## config.mk

```make
export PLATFORM = sky130hd
export DESIGN_NAME = snoop_responder_flat
export DESIGN_NICKNAME = d
export VERILOG_FILES = /design/src/rtl/snoop_responder_if.sv /design/src/rtl/snoop_responder.sv /design/src/flat_wrapper.sv
export SDC_FILE = /design/constraint.sdc
export NUM_CORES = 1
export LEC_CHECK = 0
export ABC_CLOCK_PERIOD_IN_PS = 5000
export BUFFER_PORTS_ARGS = -buffer_cell sky130_fd_sc_hd__buf_2
export CORE_AREA = 2 2 116 118
export DETAILED_ROUTE_END_ITERATION = 16
export DIE_AREA = 0 0 118 120
export PLACE_DENSITY_LB_ADDON = 0.15
export SLEW_MARGIN = 20
export SYNTH_ARGS = -nofsm -noshare
export SYNTH_HDL_FRONTEND = slang
export SYNTH_SLANG_ARGS = --single-unit
```

## constraint.sdc

```tcl
create_clock -name clk -period 5 [get_ports clk]
set_input_delay 0.5 -clock clk [delete_from_list [all_inputs] [get_ports clk]]
set_output_delay 0.5 -clock clk [all_outputs]
set_load 0.05 [all_outputs]
```

## src/rtl/snoop_responder_if.sv

```systemverilog
// snoop_responder_if: snoop request, snoop result and writeback handshakes.
// master = system-bus side, slave = snoop responder.
interface snoop_responder_if #(
  parameter int ADDR_W = 32
);
  logic              snp_valid;
  logic              snp_ready;
  logic [2:0]        snp_op;
  logic [ADDR_W-1:0] snp_addr;
  logic              rsp_valid;
  logic [1:0]        rsp_result;
  logic              rsp_ready;
  logic              wb_valid;
  logic [ADDR_W-1:0] wb_addr;
  logic              wb_ready;

  modport master (
    output snp_valid, snp_op, snp_addr,
    output rsp_ready, wb_ready,
    input  snp_ready, rsp_valid, rsp_result,
    input  wb_valid, wb_addr
  );

  modport slave (
    input  snp_valid, snp_op, snp_addr,
    input  rsp_ready, wb_ready,
    output snp_ready, rsp_valid, rsp_result,
    output wb_valid, wb_addr
  );
endinterface

```

## src/rtl/snoop_responder.sv

```systemverilog
// snoop_responder: MESI snoop lookup, HITM writeback, then downgrade/invalidate.
// Define SNOOP_STATS_EN to add saturating hit/hitm/nohit result counters.
module snoop_responder #(
  parameter int WAYS       = 8,
  parameter int SETS       = 16384,
  parameter int LINE_BYTES = 64,
  parameter int ADDR_W     = 32,
  localparam int OFF_W     = $clog2(LINE_BYTES),
  localparam int IDX_W     = $clog2(SETS),
  localparam int TAG_W     = ADDR_W - IDX_W - OFF_W,
  localparam int WAY_W     = $clog2(WAYS)
) (
  input  logic                  clk,
  input  logic                  rst_n,
  snoop_responder_if.slave      bus,
  output logic                  tag_rd_en,
  output logic [IDX_W-1:0]      tag_rd_idx,
  input  logic [WAYS*TAG_W-1:0] tag_rd_tags,
  input  logic [WAYS*2-1:0]     tag_rd_mesi,
  output logic                  mesi_wr_en,
  output logic [IDX_W-1:0]      mesi_wr_idx,
  output logic [WAY_W-1:0]      mesi_wr_way,
  output logic [1:0]            mesi_wr_state,
  output logic                  err_multi_hit,
  output logic                  err_protocol
`ifdef SNOOP_STATS_EN
  ,
  output logic [31:0]           stat_hit,
  output logic [31:0]           stat_hitm,
  output logic [31:0]           stat_nohit
`endif
);

  localparam int LA_W = ADDR_W - OFF_W;

  localparam logic [2:0] OP_READ  = 3'd1;
  localparam logic [2:0] OP_WRITE = 3'd2;
  localparam logic [2:0] OP_INV   = 3'd3;
  localparam logic [2:0] OP_RWIM  = 3'd4;

  localparam logic [1:0] MESI_I = 2'd0;
  localparam logic [1:0] MESI_S = 2'd1;
  localparam logic [1:0] MESI_E = 2'd2;
  localparam logic [1:0] MESI_M = 2'd3;

  localparam logic [1:0] RES_NOHIT = 2'd0;
  localparam logic [1:0] RES_HIT   = 2'd1;
  localparam logic [1:0] RES_HITM  = 2'd2;

  typedef enum logic [2:0] {
    S_IDLE,
    S_RD,
    S_CMP,
    S_RSP,
    S_WB,
    S_UPD
  } state_e;

  state_e           state_q, state_d;
  logic [LA_W-1:0]  line_q, line_d;
  logic [2:0]       op_q, op_d;
  logic [1:0]       res_q, res_d;
  logic [1:0]       nst_q, nst_d;
  logic             chg_q, chg_d;
  logic [WAY_W-1:0] way_q, way_d;

  logic [TAG_W-1:0] tag_q;
  logic [IDX_W-1:0] idx_q;

  assign tag_q = line_q[LA_W-1 -: TAG_W];
  assign idx_q = line_q[IDX_W-1:0];

  logic [WAYS-1:0]  hit_vec;
  logic             found;
  logic [WAY_W-1:0] hit_way;
  logic [1:0]       hit_st;
  logic             multi;

  // Lowest-numbered matching way wins when the array is inconsistent.
  always_comb begin
    hit_vec = '0;
    found   = 1'b0;
    hit_way = '0;
    hit_st  = MESI_I;
    for (int w = 0; w < WAYS; w++) begin
      hit_vec[w] = (tag_rd_tags[w*TAG_W +: TAG_W] == tag_q) &&
                   (tag_rd_mesi[w*2 +: 2] != MESI_I);
      if (hit_vec[w] && !found) begin
        found   = 1'b1;
        hit_way = WAY_W'(w);
        hit_st  = tag_rd_mesi[w*2 +: 2];
      end
    end
  end

  assign multi = |(hit_vec & (hit_vec - WAYS'(1)));

  logic [1:0] res_c;
  logic [1:0] nst_c;
  logic       chg_c;
  logic       perr_c;

  always_comb begin
    res_c  = RES_NOHIT;
    nst_c  = hit_st;
    chg_c  = 1'b0;
    perr_c = 1'b0;
    unique case (op_q)
      OP_READ: if (found) begin
        res_c = (hit_st == MESI_M) ? RES_HITM : RES_HIT;
        nst_c = MESI_S;
        chg_c = (hit_st != MESI_S);
      end
      OP_WRITE: ;
      OP_INV: if (found) begin
        nst_c  = MESI_I;
        chg_c  = 1'b1;
        perr_c = (hit_st == MESI_M) || (hit_st == MESI_E);
      end
      OP_RWIM: if (found) begin
        res_c = (hit_st == MESI_M) ? RES_HITM : RES_HIT;
        nst_c = MESI_I;
        chg_c = 1'b1;
      end
      default: perr_c = 1'b1;
    endcase
  end

  always_comb begin
    state_d = state_q;
    line_d  = line_q;
    op_d    = op_q;
    res_d   = res_q;
    nst_d   = nst_q;
    chg_d   = chg_q;
    way_d   = way_q;
    unique case (state_q)
      S_IDLE: if (bus.snp_valid) begin
        line_d  = bus.snp_addr[ADDR_W-1:OFF_W];
        op_d    = bus.snp_op;
        state_d = S_RD;
      end
      S_RD: state_d = S_CMP;
      S_CMP: begin
        res_d   = res_c;
        nst_d   = nst_c;
        chg_d   = chg_c;
        way_d   = hit_way;
        state_d = S_RSP;
      end
      S_RSP: if (bus.rsp_ready) begin
        if (res_q == RES_HITM) state_d = S_WB;
        else if (chg_q)        state_d = S_UPD;
        else                   state_d = S_IDLE;
      end
      S_WB: if (bus.wb_ready) state_d = S_UPD;
      S_UPD: state_d = S_IDLE;
      default: state_d = S_IDLE;
    endcase
  end

  always_ff @(posedge clk or negedge rst_n) begin
    if (!rst_n) begin
      state_q <= S_IDLE;
      line_q  <= '0;
      op_q    <= '0;
      res_q   <= RES_NOHIT;
      nst_q   <= MESI_I;
      chg_q   <= 1'b0;
      way_q   <= '0;
    end else begin
      state_q <= state_d;
      line_q  <= line_d;
      op_q    <= op_d;
      res_q   <= res_d;
      nst_q   <= nst_d;
      chg_q   <= chg_d;
      way_q   <= way_d;
    end
  end

  assign bus.snp_ready  = (state_q == S_IDLE);
  assign tag_rd_en      = (state_q == S_RD);
  assign tag_rd_idx     = tag_rd_en ? idx_q : '0;
  assign err_multi_hit  = (state_q == S_CMP) && multi;
  assign err_protocol   = (state_q == S_CMP) && perr_c;
  assign bus.rsp_valid  = (state_q == S_RSP);
  assign bus.rsp_result = bus.rsp_valid ? res_q : RES_NOHIT;
  assign bus.wb_valid   = (state_q == S_WB);
  assign bus.wb_addr    = bus.wb_valid ? {line_q, OFF_W'(0)} : '0;
  assign mesi_wr_en     = (state_q == S_UPD);
  assign mesi_wr_idx    = mesi_wr_en ? idx_q : '0;
  assign mesi_wr_way    = mesi_wr_en ? way_q : '0;
  assign mesi_wr_state  = mesi_wr_en ? nst_q : MESI_I;

`ifdef SNOOP_STATS_EN
  logic [31:0] hit_q, hitm_q, nohit_q;
  logic        rsp_hs;

  assign rsp_hs = (state_q == S_RSP) && bus.rsp_ready;

  always_ff @(posedge clk or negedge rst_n) begin
    if (!rst_n) begin
      hit_q   <= '0;
      hitm_q  <= '0;
      nohit_q <= '0;
    end else if (rsp_hs) begin
      if (res_q == RES_HIT && hit_q != '1)     hit_q   <= hit_q + 32'd1;
      if (res_q == RES_HITM && hitm_q != '1)   hitm_q  <= hitm_q + 32'd1;
      if (res_q == RES_NOHIT && nohit_q != '1) nohit_q <= nohit_q + 32'd1;
    end
  end

  assign stat_hit   = hit_q;
  assign stat_hitm  = hitm_q;
  assign stat_nohit = nohit_q;
`endif

endmodule

```

## src/flat_wrapper.sv

```systemverilog
// flat-port wrapper written by rule: the top's interface ports become plain ports
module snoop_responder_flat 
#(
  parameter int WAYS       = 8,
  parameter int SETS       = 16384,
  parameter int LINE_BYTES = 64,
  parameter int ADDR_W     = 32,
  localparam int OFF_W     = $clog2(LINE_BYTES),
  localparam int IDX_W     = $clog2(SETS),
  localparam int TAG_W     = ADDR_W - IDX_W - OFF_W,
  localparam int WAY_W     = $clog2(WAYS)
)
  (clk, rst_n, tag_rd_en, tag_rd_idx, tag_rd_tags, tag_rd_mesi, mesi_wr_en, mesi_wr_idx, mesi_wr_way, mesi_wr_state, err_multi_hit, err_protocol, bus_snp_valid, bus_snp_op, bus_snp_addr, bus_rsp_ready, bus_wb_ready, bus_snp_ready, bus_rsp_valid, bus_rsp_result, bus_wb_valid, bus_wb_addr);
  snoop_responder_if #(.ADDR_W(ADDR_W)) bus_i ();
  input  logic clk;
  input  logic rst_n;
  output logic tag_rd_en;
  output logic [IDX_W-1:0] tag_rd_idx;
  input  logic [WAYS*TAG_W-1:0] tag_rd_tags;
  input  logic [WAYS*2-1:0] tag_rd_mesi;
  output logic mesi_wr_en;
  output logic [IDX_W-1:0] mesi_wr_idx;
  output logic [WAY_W-1:0] mesi_wr_way;
  output logic [1:0] mesi_wr_state;
  output logic err_multi_hit;
  output logic err_protocol;
  input wire logic [$bits(bus_i.snp_valid)-1:0] bus_snp_valid;
  input wire logic [$bits(bus_i.snp_op)-1:0] bus_snp_op;
  input wire logic [$bits(bus_i.snp_addr)-1:0] bus_snp_addr;
  input wire logic [$bits(bus_i.rsp_ready)-1:0] bus_rsp_ready;
  input wire logic [$bits(bus_i.wb_ready)-1:0] bus_wb_ready;
  output wire logic [$bits(bus_i.snp_ready)-1:0] bus_snp_ready;
  output wire logic [$bits(bus_i.rsp_valid)-1:0] bus_rsp_valid;
  output wire logic [$bits(bus_i.rsp_result)-1:0] bus_rsp_result;
  output wire logic [$bits(bus_i.wb_valid)-1:0] bus_wb_valid;
  output wire logic [$bits(bus_i.wb_addr)-1:0] bus_wb_addr;
  assign bus_i.snp_valid = bus_snp_valid;
  assign bus_i.snp_op = bus_snp_op;
  assign bus_i.snp_addr = bus_snp_addr;
  assign bus_i.rsp_ready = bus_rsp_ready;
  assign bus_i.wb_ready = bus_wb_ready;
  assign bus_snp_ready = bus_i.snp_ready;
  assign bus_rsp_valid = bus_i.rsp_valid;
  assign bus_rsp_result = bus_i.rsp_result;
  assign bus_wb_valid = bus_i.wb_valid;
  assign bus_wb_addr = bus_i.wb_addr;
  snoop_responder #(.WAYS(WAYS), .SETS(SETS), .LINE_BYTES(LINE_BYTES), .ADDR_W(ADDR_W)) u_core (.clk(clk), .rst_n(rst_n), .bus(bus_i), .tag_rd_en(tag_rd_en), .tag_rd_idx(tag_rd_idx), .tag_rd_tags(tag_rd_tags), .tag_rd_mesi(tag_rd_mesi), .mesi_wr_en(mesi_wr_en), .mesi_wr_idx(mesi_wr_idx), .mesi_wr_way(mesi_wr_way), .mesi_wr_state(mesi_wr_state), .err_multi_hit(err_multi_hit), .err_protocol(err_protocol));
endmodule
```

==> impl_metrics.tcl, run 1 <==
set metrics [dict create \
    status "complete, no violations" \
    cp_data_required_time_ps 4500 \
    ctsHoldBuffers 0 \
    start_util 0.294 \
    crit_slowest_cell "or4_1" \
    grt_pass1_vias 4061 \
    cts_buffer_depth 2 \
    final-max-slew-violation-count 0 \
    cts_buffers 5 \
    worst_ep_arrival_time_ps 3540 \
    met1_usage 0.228 \
    setup_viol 0 \
    insertion_delay_ps 290 \
    finalClockSkew_ps 9.22 \
    grt-busiest-layer "met2" \
    rows 42 \
    fmax_mhz 247 \
    rsz0062_at_grt "false" \
    end_kind "output pin" \
    place_inst 789 \
    powerDensity_nw_per_um2 435 \
    post-route-period-util 0.808 \
    fin_crit_ps 4040 \
    vias 3790 \
    worstSetupStartpointType "register" \
    crit_top_cell "nand3_1" \
    ys_ff_latch 40 \
    maxCapViolCount 0 \
    peakVddDrop_uv 283 \
    routedWlPerCell_um 16.4 \
    drive_gt1_frac 0.435 \
    clock_sinks 40 \
    placedInstanceArea_um2 4870 \
    maxSlewHeadroom 0.308 \
    tns_ps 0 \
    wirelength_um 13000 \
    cts_tree "built" \
    final_common_cell "buf_2" \
    die_h_um 120 \
    grt_max_degree 41 \
    grt_overflow_total 0 \
    gp_congestion 0.858 \
    final_cell_count_no_fill 797 \
    fin_area_um2 5020 \
    cts_setup_buffers 0 \
    ios 226 \
    first_pass_iters 4 \
    worstPathMaxFanout 12 \
    root_buffer "clkbuf_16" \
    area_growth_pct 31.7 \
    p_leak_nw 2.46 \
    critical_path.max_stage_delay_ps 760 \
    drt.antenna.violating_nets 0 \
    synth_flop_cell "dfrtp_1" \
    yosysSeqAreaShare 0.262 \
    final_cell_mix "buf_2 (213), xnor2_1 (95), dfrtp_1 (40), and2_1 (37), mux2_2 (31)" \
    crit_chain "xnor2_1 -> nand3_1 -> or4_1 -> mux2_2 -> a211oi_1 -> o21ai_1 -> o21ai_0 -> nand3_1 -> a31oi_1 -> buf_2" \
    num-nets-final 772 \
    hold_path_class "primary input to asynchronous set/reset pin" \
    whs_ps 333 \
    tightest_slew_ps 1040 \
    fp.dieW_um 118 \
    syn_avg_cell_area_um2 8.89 \
    netlist_instances 429 \
    antenna_found_initial 0 \
    cts_resized 0 \
    gr-usage-met2 0.327 \
    path_clk_slew_ps 60 \
    ys_async_sr_fraction 1.00 \
    fillers 1378 \
    path_class "register to output pin" \
    grt_pass1_wl_um 21000 \
    finalHoldViolCount 0 \
    fp.coreArea_um2 13000 \
    port_buffers 213 \
    drt-vias-per-instance 4.76 \
    synth_edf_count 0 \
    r2r_cells 9 \
    drc_errors 0 \
    dieArea_um2 14200 \
    yosys_warnings 0 \
    dpl.hpwl_um 10300 \
    synthDistinctLibCells 51 \
    diodes 0 \
    grt_use_met3 0.0394 \
    cts.htree.levels 2 \
    syn-cell-area_um2 3810 \
    first_iter_violations 121 \
    grt_usage 0.187 \
]
==> metrics by stage <==
stage	setup WS (ps)	power (mW)	util
3_5_place_dp	1230	1.87	0.376
2_1_floorplan	1530	1.65	-
5_1_grt	724	2.36	0.387
6_report	958	2.19	0.387
4_1_cts	893	2.22	0.387
3_3_place_gp	1330	1.85	0.376
==> synthesized netlist by cell type (3+ instances only) <==
master / instances / share of area
and3_1: 25 / 0.041
xnor2_1: 95 / 0.22
a31oi_1: 3 / 0.0049
a21oi_1: 5 / 0.0066
o21ai_1: 5 / 0.0066
inv_1: 8 / 0.0079
nor2_1: 20 / 0.020
buf_2: 4 / 0.0052
buf_4: 7 / 0.014
nor3_1: 6 / 0.0079
o21ai_0: 18 / 0.024
nand2_1: 20 / 0.020
buf_6: 13 / 0.038
dfrtp_1: 40 / 0.26
or4_1: 4 / 0.0079
nor4_1: 3 / 0.0049
nand3_1: 14 / 0.018
mux2_2: 31 / 0.092
and2_1: 37 / 0.061
nand4_1: 17 / 0.028
mux2i_1: 5 / 0.013
clkbuf_1: 13 / 0.013
==> flip-flops by register name, summed over array words and instances, names as in the netlist <==
signal          cells
u_core.chg_q        1
u_core.line_q      26
u_core.res_q        2
u_core.nst_q        2
u_core.state_q      3
u_core.way_q        3
u_core.op_q         3
==> worst max-delay path, delay by kind of cell, from the launching register on <==
kind	cells	cell delay, ps
simple gates	3	980
flops	1	740
xor+xnor	1	190
buf+inv	1	300
mux	1	350
compound gates	4	680
==> cells by family after synthesis <==
| kind of cell | Yosys count | share of synthesized area |
|---|---|---|
| AOI/OAI and AO/OA | 49 | 0.0830 |
| xor gates and xnor gates | 97 | 0.227 |
| buffers and inverters | 45 | 0.0781 |
| DFF | 40 | 0.262 |
| muxes | 36 | 0.105 |
| other | 1 | 0.000983 |
| and+or+nand+nor | 161 | 0.244 |
==> where the power goes <==
part | switching [mW] | internal [mW] | leakage, nW
sequential | 0.355 | 0.447 | 0.495
clock | 0.131 | 0.199 | 0.0701
combinational | 0.521 | 0.533 | 1.90
total | 1.01 | 1.18 | 2.46
==> area by class of cell <==
type                            count  area [um^2]  share of cell area
Multi-Input combinational cell    349         2530               0.504
Timing Repair Buffer              216         1090               0.217
Sequential cell                    40         1000               0.199
Tap cell                          176          220              0.0438
Clock buffer                        7          143              0.0284
Inverter                            8         30.0             0.00598
Clock inverter                      1         7.51             0.00149
==> path summary, 6_finish.rpt <==
check	startpoint	end	slack, ps
max	u_core.line_q[15]$_DFFE_PN0P_	err_protocol	960
min	rst_n	u_core.line_q[8]$_DFFE_PN0P_	330
max reg2reg	u_core.line_q[15]$_DFFE_PN0P_	u_core.res_q[0]$_DFFE_PN0P_	1780
min reg2reg	u_core.way_q[1]$_DFFE_PN0P_	u_core.way_q[1]$_DFFE_PN0P_	470
max in group asynchronous	rst_n	u_core.way_q[1]$_DFFE_PN0P_	4070
min in group clk	bus_snp_op[0]	u_core.op_q[0]$_DFFE_PN0P_	430
==> metal layers <==
layer / vias to the layer above / wire length (um)
li1: 1840 / -
met1: 1765 / 5550
met2: 163 / 6270
met3: 22 / 888
met4: 0 / 324
met5: - / 0
Note: power is estimated with default switching activity, not from simulation.
==> inputs of run 2 (changes only) <==
- ABC_AREA: unset -> 1
- ABC_CLOCK_PERIOD_IN_PS: 5000 -> 3450
- CORE_AREA: 2 2 116 118 -> 2 2 131 133
- DIE_AREA: 0 0 118 120 -> 0 0 133 135
- clock period: 5 -> 3.45 ns (I/O delays scaled with it)
==> run 2 against run 1 <==
  * Via count is 56% higher
  * Worst setup slack worse by 650 ps
  * Total power rose by 89%
  * Synthesized area rose by 28%
  * Register-to-register slack worse by 860 ps
  * Non-clock buffer count up 9
  * Die area is 27% higher
  * Hold slack worse by 140 ps
  * Critical path type unchanged
==> impl_metrics.tcl, run 2 <==
set metrics [dict create \
    status "complete, no violations" \
    insertion_delay_ps 280 \
    cts_buffer_depth 2 \
    fin_area_um2 6310 \
    crit_start "u_core.line_q[18]$_DFFE_PN0P_" \
    final-max-slew-violation-count 0 \
    worstSetupStartpointType "register" \
    antenna_found_initial 2 \
    synth_top_cell_area_share 0.205 \
    cp_data_required_time_ps 3110 \
    post-route-period-util 0.911 \
    tns_ps 0 \
    port_buffers 213 \
    root_buffer "clkbuf_16" \
    synthDistinctLibCells 49 \
    placedInstanceArea_um2 6130 \
    netlist_instances 869 \
    syn_avg_cell_area_um2 5.61 \
    ios 226 \
    place_inst 1288 \
    setup_viol 0 \
    syn-cell-area_um2 4870 \
    finalPower_mw 4.13 \
    end_kind "output pin" \
    rows 47 \
    ctsHoldBuffers 0 \
    r2r_start "u_core.line_q[25]$_DFFE_PN0P_" \
    drc_errors 0 \
    ys_async_sr_fraction 1.00 \
    synth_commonest_cells "nand2_1 (223), nor2_1 (217), inv_1 (115)" \
    yosysSeqAreaShare 0.205 \
    finalHoldViolCount 0 \
    rsz0062_at_grt "false" \
    r2r-end "u_core.res_q[0]$_DFFE_PN0P_" \
    dpl.hpwl_um 16000 \
    gp_congestion 0.880 \
    clock_sinks 40 \
    r2r_slack_ps 920 \
    die_h_um 135 \
    fin_util 0.385 \
    peakVddDrop_uv 772 \
    maxCapViolCount 0 \
    whs_ps 190 \
    grt_max_degree 58 \
    regMostFlops "u_core.line_q" \
    diodes 0 \
    vias 5902 \
    routedWlPerCell_um 15.0 \
    worst_ep_arrival_time_ps 2800 \
    synth.area.top_cells "dfrtp_1 (21%), nand2_1 (17%), nor2_1 (17%), inv_1 (8.9%), nand3_1 (5.2%)" \
    synth_flop_cell "dfrtp_1" \
    path_clk_slew_ps 60 \
    setup_slack_ps 307 \
    ys_ff_latch 40 \
    area_growth_pct 29.5 \
    cts_tree "built" \
    pre_cts_slack_ps 608 \
    grt_usage 0.217 \
    fin_crit_ps 3140 \
    fp.dieW_um 133 \
    first_iter_violations 335 \
    synth.most_common_cell "nand2_1" \
    tightest_slew_ps 1010 \
    maxSlewHeadroom 0.324 \
    dieArea_um2 18000 \
    grt_pass1_vias 5701 \
    drive_gt1_frac 0.257 \
    r2r_cells 19 \
    synth_edf_count 0 \
    p_leak_nw 3.79 \
    finalClockSkew_ps 5.02 \
    drt-vias-per-instance 4.55 \
    first_pass_iters 5 \
    largest_reg_flops 26 \
    cts_buffers 5 \
    cts.htree.levels 2 \
    final_common_cell "nand2_1" \
    hold_path_class "primary input to asynchronous set/reset pin" \
    path_class "register to output pin" \
    wirelength_um 19400 \
    yosysTopAreaCell "dfrtp_1" \
    fmax_mhz 318 \
    cts_resized 0 \
    powerDensity_nw_per_um2 654 \
    yosys_warnings 0 \
    final_cell_count_no_fill 1296 \
    drt.antenna.violating_nets 0 \
    num-nets-final 1227 \
    worstPathMaxFanout 5 \
    grt_overflow_total 0 \
    grt_pass1_wl_um 29900 \
    start_util 0.297 \
    final_cell_mix "nand2_1 (222), nor2_1 (217), buf_2 (213), inv_1 (115), nand3_1 (51)" \
    fp.coreArea_um2 16400 \
    cts_setup_buffers 0 \
]
## run 2: cell types whose count changed after synthesis, moves of 37 or more
cell,delta
nand2_1,+203
nor2_1,+197
inv_1,+107
xnor2_1,-74
and2_1,-37
nand3_1,+37
## run 2: worst max path at each step
stage / end / slack (ps) / cells after the start
CTS: err_protocol / 300 / 14
global route: err_protocol / 40 / 15
detailed placement: err_protocol / 610 / 14
finish: err_protocol / 310 / 14
floorplan: bus_wb_addr[11] / 460 / 6
global placement: err_protocol / 630 / 14
## run 2: layout make-up
class,count,area [um^2]
Clock buffer,7,153
Tap cell,220,275
Multi-Input combinational cell,676,3210
Fill cell,1884,10100
Sequential cell,40,1000
Inverter,127,487
Clock inverter,1,30.0
Timing Repair Buffer,225,1160
## run 2: cells by family after synthesis
kind of cell / synth area share
buffers and inverters: 0.140
other: 0.000770
muxes: 0.00231
and+or+nand+nor: 0.493
AOI/OAI and AO/OA: 0.0768
DFF: 0.205
xor gates and xnor gates: 0.0809
## run 2: critical path, stage by stage, from the launching register on
cell and delay [ps]:
dfrtp_1 440, buf_4 220, xnor2_1 250, nand2_1 80, nor2_1 170, nand3_1 110, nor2_1 140, nor2_1 130
nand3b_1 100, nand3_1 80, nor2_1 140, nand3_1 160, o21ai_0 200, nor2_1 60, buf_2 220
## run 2: per-layer routing
| metal | global-route usage | vias up | part of all wire |
|---|---|---|---|
| met4 | 0.0597 | 2 | 0.021 |
| li1 | - | 3067 | - |
| met1 | 0.274 | 2581 | 0.45 |
| met2 | 0.377 | 223 | 0.46 |
| met3 | 0.0435 | 29 | 0.072 |
| met5 | 0 | - | 0.00067 |
## run 2: power breakdown
group / leakage [nW] / total [mW] / internal (mW) / switching [mW]
combinational: 3.25 / 2.72 / 0.826 / 1.89
clock: 0.0901 / 0.571 / 0.381 / 0.190
sequential: 0.453 / 0.840 / 0.664 / 0.176
